$ cat config.mk
export PLATFORM = sky130hd
export DESIGN_NAME = fifo_write_arbiter
export DESIGN_NICKNAME = d
export VERILOG_FILES = /design/src/rtl/fifo_write_arbiter.sv
export SDC_FILE = /design/constraint.sdc
export NUM_CORES = 1
export LEC_CHECK = 0
export CAP_MARGIN = 15
export CORE_UTILIZATION = 47
export CTS_CLUSTER_SIZE = 30
export DETAILED_ROUTE_END_ITERATION = 6
export PLACE_DENSITY = 0.89
export SLEW_MARGIN = 20
export SYNTH_ARGS = -nofsm -noshare
export SYNTH_HDL_FRONTEND = slang
export SYNTH_SLANG_ARGS = --single-unit
$ cat constraint.sdc
create_clock -name wclk -period 3.7 [get_ports wclk]
set_input_delay 0.37 -clock wclk [delete_from_list [all_inputs] [get_ports wclk]]
set_output_delay 0.37 -clock wclk [all_outputs]
set_load 0.01 [all_outputs]
$ cat src/rtl/fifo_write_arbiter.sv
// Round-robin arbiter sharing one async-FIFO write port among NREQ requesters.
// Each grant admits up to BURST words, then one IDLE cycle re-arbitrates.
module fifo_write_arbiter #(
    parameter int DSIZE = 8,
    parameter int NREQ  = 4,
    parameter int BURST = 4
) (
    input  logic                  wclk,
    input  logic                  wrst,
    input  logic [NREQ-1:0]       req_valid,
    input  logic [NREQ*DSIZE-1:0] req_data,
    output logic [NREQ-1:0]       req_ready,
    input  logic                  wfull,
    output logic                  winc,
    output logic [DSIZE-1:0]      wdata,
    output logic [NREQ-1:0]       grant,
    output logic [15:0]           words_written
);
    localparam int IW = $clog2(NREQ);

    typedef enum logic {IDLE, BURST_ST} state_t;

    state_t          state_q;
    logic [IW-1:0]   owner_q;
    logic [IW-1:0]   rr_ptr_q;
    logic [4:0]      beat_cnt_q;
    logic [NREQ-1:0] grant_q;
    logic [15:0]     words_written_q;

    logic [IW-1:0]   owner_d;
    logic [NREQ-1:0] owner_oh;
    logic [NREQ-1:0] owner_d_oh;
    logic            owner_valid;
    logic            last_beat;
    logic [DSIZE-1:0] data_arr [NREQ];

    for (genvar g = 0; g < NREQ; g++) begin : g_data
        assign data_arr[g] = req_data[g*DSIZE +: DSIZE];
    end

    // Scan downward so the lowest offset from rr_ptr wins.
    always_comb begin
        logic [IW-1:0] cand;
        cand    = rr_ptr_q;
        owner_d = rr_ptr_q;
        for (int k = NREQ-1; k >= 0; k--) begin
            cand = rr_ptr_q + IW'(k);
            if (req_valid[cand]) owner_d = cand;
        end
    end

    assign owner_oh    = {{(NREQ-1){1'b0}}, 1'b1} << owner_q;
    assign owner_d_oh  = {{(NREQ-1){1'b0}}, 1'b1} << owner_d;
    assign owner_valid = req_valid[owner_q];
    assign req_ready   = (state_q == BURST_ST && !wfull && !wrst) ? owner_oh : '0;
    assign winc        = owner_valid && req_ready[owner_q];
    assign wdata       = (state_q == BURST_ST) ? data_arr[owner_q] : '0;
    assign last_beat   = (beat_cnt_q == 5'(BURST-1));
    assign grant         = grant_q;
    assign words_written = words_written_q;

    always_ff @(posedge wclk) begin
        if (wrst) begin
            state_q         <= IDLE;
            owner_q         <= '0;
            rr_ptr_q        <= '0;
            beat_cnt_q      <= '0;
            grant_q         <= '0;
            words_written_q <= '0;
        end else begin
            case (state_q)
                IDLE: begin
                    if (|req_valid) begin
                        state_q    <= BURST_ST;
                        owner_q    <= owner_d;
                        beat_cnt_q <= '0;
                        grant_q    <= owner_d_oh;
                    end
                end
                BURST_ST: begin
                    if (winc) begin
                        beat_cnt_q      <= beat_cnt_q + 5'd1;
                        words_written_q <= words_written_q + 16'd1;
                    end
                    // A dropped valid releases the port even mid-burst.
                    if (!owner_valid || (winc && last_beat)) begin
                        state_q  <= IDLE;
                        grant_q  <= '0;
                        rr_ptr_q <= owner_q + IW'(1);
                    end
                end
                default: state_q <= IDLE;
            endcase
        end
    end
endmodule

==> results of run 1 <==
[worst paths after layout]
kind                                start                              to  depth (start not counted)
setup / recovery  owner_q[1]$_SDFFE_PP0P_                            winc                          5
hold reg to reg     grant[2]$_SDFFE_PP0P_           grant[2]$_SDFFE_PP0P_                          1
setup reg to reg  owner_q[1]$_SDFFE_PP0P_  words_written[15]$_SDFFE_PP0P_                          6
hold / removal      grant[2]$_SDFFE_PP0P_           grant[2]$_SDFFE_PP0P_                          1
[cell type report]
type | instances | area [um^2]
clock inverters | 1 | 5.00
well taps | 48 | 60.1
clock buffers | 7 | 86.3
flip-flops and latches | 30 | 601
repair buffers | 74 | 733
multi-input cells | 155 | 1150
fillers | 304 | 1030
inverters | 7 | 26.3
[power groups by stage]
| stage | combinational (W) | sequential, W | clock [W] |
|---|---|---|---|
| 2_1_floorplan | 0.000104 | 0.000347 | 0 |
| 3_3_place_gp | 0.000183 | 0.000353 | 0 |
| 3_5_place_dp | 0.000187 | 0.000353 | 0 |
| 4_1_cts | 0.000189 | 0.000346 | 0.000276 |
| 5_1_grt | 0.000205 | 0.000348 | 0.000290 |
| 6_report | 0.000188 | 0.000346 | 0.000268 |
[layer usage]
layer	share of wire, %	up-vias	track usage (%)	routed length (um)
li1	-	872	-	-
met1	45	873	33.7	2130
met2	48	51	40.2	2280
met3	5.2	4	6.61	246
met4	0.77	0	7.22	36
met5	0	-	0	0
[worst max-delay path, cell delays in order (launching register included)]
cell and delay [ps]:
dfxtp_1 700, ha_1 300, nand2_1 60, mux4_2 650, nor2_1 210, clkdlybuf4s50_1 560
[state kept, by name (all words and copies together), names as in the netlist]
name           cells
words_written     16
owner_q            2
state_q            1
rr_ptr_q           2
grant              4
beat_cnt_q         5
[logic make-up (layout without fill, tap and decap cells)]
logic type | count (synthesis) | count (layout)
compound gates | 28 | 28
xor+xnor | 16 | 16
fa+ha+maj | 6 | 6
buf+inv | 18 | 89
flops | 30 | 30
mux | 12 | 12
simple gates | 93 | 93
[through the flow]
stage               instances  setup WS, ps  area, um^2  util (%)  power [W]
detailed placement        314           852        2570      69.7   0.000540
floorplan                 203          1530        1820         -   0.000451
global placement          314           846        2570      69.7   0.000536
global route              322           395        2660      72.2   0.000843
finish                    322           571        2660      72.2   0.000802
CTS                       322           548        2660      72.2   0.000810
[placed cells by master, fill, tap and decap left out, types with 2 or more instances in the layout]
master           count
or3_1                2
a211oi_1             4
mux4_2              11
nor2_1              25
a22o_1               2
nor3_1               7
a21oi_1              7
ha_1                 6
and2_1              12
buf_4                3
nor4b_1              2
xnor2_1             15
nand2_1             12
o2bb2ai_1            2
nand3_1             10
o211ai_1             2
and3_1               4
nor3b_1              2
nor2b_1              2
dfxtp_1             30
nor4_1               8
or4_1                2
o21ai_0              4
clkdlybuf4s50_1     71
clkbuf_8             6
inv_1                7
==> impl_metrics.env, run 1 <==
export IMPL_status="complete, no violations"
export IMPL_synthCells=203
export IMPL_grt_max_degree=28
export IMPL_combinationalPowerShare_pct=23.5
export IMPL_finClkSkew_ps=2.15
export IMPL_root_buffer="clkbuf_8"
export IMPL_cts_tree="yes"
export IMPL_min_path_type="reg -> reg"
export IMPL_path_class="reg -> out"
export IMPL_seq_power_share_pct=43.1
export IMPL_synth_xor_area_share_pct=7.70
export IMPL_synth_top_family_by_area="simple AND/OR/NAND/NOR gates"
export IMPL_ys_seq_area_share_pct=33.0
export IMPL_fin_hold_ws_ps=467
export IMPL_synth_area_leaders="dfxtp_1 (33%), mux4_2 (14%), xnor2_1 (7.2%)"
export IMPL_vias=1800
export IMPL_syn2layout_area_growth_pct=46.3
export IMPL_via_per_inst=5.59
export IMPL_vdd_drop_max_v=0.000248
export IMPL_ctsResizeCount=0
export IMPL_core_um2=3690
export IMPL_p_leak_nw=0.893
export IMPL_max_cap_violations=0
export IMPL_clkPwrFrac_pct=33.4
export IMPL_nets=318
export IMPL_io_pins=72
export IMPL_synth_mux_area_share_pct=14.2
export IMPL_swShare_pct=26.3
export IMPL_clkLatencyLatePin_ps=280
export IMPL_initial_core_util_pct=49.3
export IMPL_cts_setup_buffers=0
export IMPL_grt_overflow=0
export IMPL_yosys_area_top_type_share_pct=33.0
export IMPL_intPower_w=0.000591
export IMPL_avgSynthCellArea_um2=8.96
export IMPL_cts_max_path_buffers=2
export IMPL_cp_required_ps=3330
export IMPL_die_area_um2=4120
export IMPL_numClockSinks=30
export IMPL_async_flop_share_pct=0
export IMPL_synth_ff_type="dfxtp_1"
export IMPL_synth_simple_area_share_pct=26.7
export IMPL_synth_edff_count=0
export IMPL_fin_setup_tns_ps=0
export IMPL_cts_buffers_inserted=5
export IMPL_syn_nets=248
export IMPL_antenna_left=0
export IMPL_path_clk_slew_ps=60
export IMPL_drcViolationCount=0
export IMPL_tightest_slew_ps=629
export IMPL_grt_first_pass_wirelength_mm=8.00
export IMPL_synth_ff_latch_count=30
export IMPL_die_h_um=64.2
export IMPL_hold_viol=0
export IMPL_arrival_ps=2760
export IMPL_synth_fa_ha_area_share_pct=4.13
export IMPL_yosysTopAreaCell="dfxtp_1"
export IMPL_gp_congestion=0.814
export IMPL_chipWidth_um=64.2
export IMPL_slew_viol_final=0
export IMPL_finalCritPeriodShare_pct=84.6
export IMPL_antenna_found_initial=0
export IMPL_drive_gt1_share_pct=8.76
export IMPL_hpwl_mm=3.43
export IMPL_r2r_setup_slack_ps=850
export IMPL_synth_most_common_cell="dfxtp_1"
export IMPL_drt_iter0_drc=150
export IMPL_synth_common_cells="dfxtp_1 (30), nor2_1 (25), xnor2_1 (15), and2_1 (12), nand2_1 (12)"
export IMPL_htree_levels=2
export IMPL_wl_per_cell_um=14.6
export IMPL_rsz0062_at_grt="no"
export IMPL_grt_pass1_vias=1733
export IMPL_diodes=0
export IMPL_synth_compound_area_share_pct=10.5
export IMPL_critPathLaunchType="flip-flop"
export IMPL_firstDrtPassIters=4
export IMPL_yosys_cell_types_count=40
export IMPL_drt_total_wl_mm=4.69
export IMPL_min_period_ps=3130
export IMPL_critPathMaxFanout=20
export IMPL_synth_area_um2=1820
export IMPL_slew_headroom_pct=58.1
export IMPL_finalSetupViolCount=0
export IMPL_p_sw_w=0.000211
export IMPL_p_per_area_nw_per_um2=301
export IMPL_yosys_warnings=0
export IMPL_port_buffers=71
export IMPL_holdBufCountCts=0
export IMPL_row_count=22
export IMPL_timing_fmax_mhz=320
export IMPL_grt_usage_pct=25.3
export IMPL_crit_path_end_kind="output pin"
No activity file was read; power rests on OpenSTA's default activity.
==> run 2: changes to the inputs <==
--- a/config.mk
+++ b/config.mk
@@ -6,10 +6,10 @@
 export NUM_CORES = 1
 export LEC_CHECK = 0
 export CAP_MARGIN = 15
-export CORE_UTILIZATION = 47
+export CORE_UTILIZATION = 39
 export CTS_CLUSTER_SIZE = 30
 export DETAILED_ROUTE_END_ITERATION = 6
-export PLACE_DENSITY = 0.89
+export PLACE_DENSITY = 0.79
 export SLEW_MARGIN = 20
 export SYNTH_ARGS = -nofsm -noshare
 export SYNTH_HDL_FRONTEND = slang
==> constraint.sdc (replaced) <==
create_clock -name wclk -period 2.72 [get_ports wclk]
set_input_delay 0.272 -clock wclk [delete_from_list [all_inputs] [get_ports wclk]]
set_output_delay 0.272 -clock wclk [all_outputs]
set_load 0.01 [all_outputs]
==> run 2 against run 1 <==
Non-clock buffer count increased by 13; routed wire length rose by 5.6%; design area is 3.9% higher; total power increased by 40%; critical endpoint unchanged; die area rose by 20%; sequential share of layout area down 0.84 points; final cell count up 5.3%; highest routed layer unchanged; clock skew is 2.8 ps higher; flip-flop and latch count unchanged; sequential power grew 34%; largest cell class unchanged; first-iteration DRC count fell by 42%.
==> impl_metrics.env, run 2 (same netlist as run 1, synthesis figures left out) <==
export IMPL_status="complete, no violations"
export IMPL_grt_overflow=0
export IMPL_finalSetupViolCount=0
export IMPL_numClockSinks=30
export IMPL_root_buffer="clkbuf_8"
export IMPL_fin_util_pct=62.6
export IMPL_layout_commonest_cell="clkdlybuf4s50_1"
export IMPL_drive_gt1_share_pct=13.2
export IMPL_firstDrtPassIters=4
export IMPL_grt_pass1_vias=1761
export IMPL_startpoint="owner_q[0]$_SDFFE_PP0P_"
export IMPL_grt_max_degree=27
export IMPL_hpwl_mm=3.78
export IMPL_finClkSkew_ps=4.90
export IMPL_drt_total_wl_mm=4.96
export IMPL_critPathLaunchType="flip-flop"
export IMPL_fin_hold_ws_ps=464
export IMPL_p_per_area_nw_per_um2=405
export IMPL_vdd_drop_max_v=0.000339
export IMPL_max_cap_violations=0
export IMPL_row_count=24
export IMPL_drcViolationCount=0
export IMPL_power_w=0.00112
export IMPL_grt_usage_pct=21.5
export IMPL_path_clk_slew_ps=60
export IMPL_holdBufCountCts=0
export IMPL_core_um2=4410
export IMPL_fin_setup_tns_ps=0
export IMPL_critPathMaxFanout=6
export IMPL_hold_viol=0
export IMPL_cts_tree="yes"
export IMPL_antenna_left=0
export IMPL_nets=331
export IMPL_grt_first_pass_wirelength_mm=8.33
export IMPL_timing_fmax_mhz=385
export IMPL_finalCritPeriodShare_pct=95.6
export IMPL_syn2layout_area_growth_pct=51.9
export IMPL_htree_levels=2
export IMPL_fill_cells=370
export IMPL_die_h_um=70.3
export IMPL_layout_common_cells="clkdlybuf4s50_1 (71), dfxtp_1 (30), nor2_1 (25)"
export IMPL_p_leak_nw=0.955
export IMPL_antenna_found_initial=0
export IMPL_slew_headroom_pct=65.5
export IMPL_tightest_slew_ps=517
export IMPL_slew_viol_final=0
export IMPL_drt_iter0_drc=87
export IMPL_cts_max_path_buffers=2
export IMPL_vias=1793
export IMPL_clkLatencyLatePin_ps=280
export IMPL_initial_core_util_pct=41.2
export IMPL_wl_per_cell_um=14.6
export IMPL_worstHoldStart="grant[2]$_SDFFE_PP0P_"
export IMPL_cp_required_ps=2450
export IMPL_diodes=0
export IMPL_rsz0062_at_grt="no"
export IMPL_path_class="reg -> out"
export IMPL_chipWidth_um=70.3
export IMPL_die_area_um2=4940
export IMPL_min_period_ps=2600
export IMPL_min_path_type="reg -> reg"
export IMPL_arrival_ps=2330
export IMPL_largest_reg_flops=16
export IMPL_port_buffers=71
export IMPL_crit_path_end_kind="output pin"
export IMPL_cts_buffers_inserted=5
export IMPL_gp_congestion=0.765
export IMPL_via_per_inst=5.29
export IMPL_rr_startpoint="owner_q[0]$_SDFFE_PP0P_"
export IMPL_io_pins=72
[run 2: cell count changes in the layout (fill, tap and decap cells not counted)]
cell   before  now
inv_1       7    6
buf_4       3   16
inv_2       0    1
[run 2: final timing paths]
kind / end / slack (ps) / cells after the start
max: winc / 120 / 6
min: grant[2]$_SDFFE_PP0P_ / 460 / 1
max reg2reg: words_written[15]$_SDFFE_PP0P_ / 140 / 8
min reg2reg: grant[2]$_SDFFE_PP0P_ / 460 / 1
[run 2: metal layers]
| layer | vias to the layer above | track usage, % | wire, um |
|---|---|---|---|
| met1 | 842 | 27.4 | 2270 |
| met4 | 0 | 9.78 | 111 |
| met3 | 12 | 3.61 | 192 |
| li1 | 898 | - | - |
| met2 | 41 | 35.1 | 2380 |
| met5 | - | 0 | 0 |
[run 2: power by group]
| part | leakage [nW] | switching [W] | internal (W) |
|---|---|---|---|
| registers | 0.243 | 0.0000114 | 0.000451 |
| clock network | 0.0482 | 0.000159 | 0.000203 |
| logic | 0.663 | 0.000122 | 0.000172 |
[run 2: timing repair]
item / CTS / global route
resized for setup: 0 / 1
setup buffers: 0 / 3
setup endpoints to repair: 0 / 1
[run 2: metrics by stage]
stage               std cells  cell area [um^2]  worst slack (ps)
finish                    339              2760               119
detailed placement        328              2650               163
CTS                       336              2740              37.0
floorplan                 203              1820               552
global route              339              2760             0.169
global placement          328              2650               224
[run 2: cell type report]
| type | count | area (um^2) | share of cell area [%] |
|---|---|---|---|
| Clock inverter | 1 | 5.00 | 0.181 |
| Inverter | 7 | 26.3 | 0.951 |
| Sequential cell | 30 | 601 | 21.7 |
| Timing Repair Buffer | 87 | 831 | 30.1 |
| Multi-Input combinational cell | 155 | 1150 | 41.6 |
| Clock buffer | 7 | 86.3 | 3.12 |
| Tap cell | 52 | 65.1 | 2.35 |
[run 2: critical path, stage by stage, from the launching register on]
cell and delay, ps:
dfxtp_1 360, inv_1 120, ha_1 200, nand2_1 80, mux4_2 560, nor2_1 160
clkdlybuf4s50_1 560
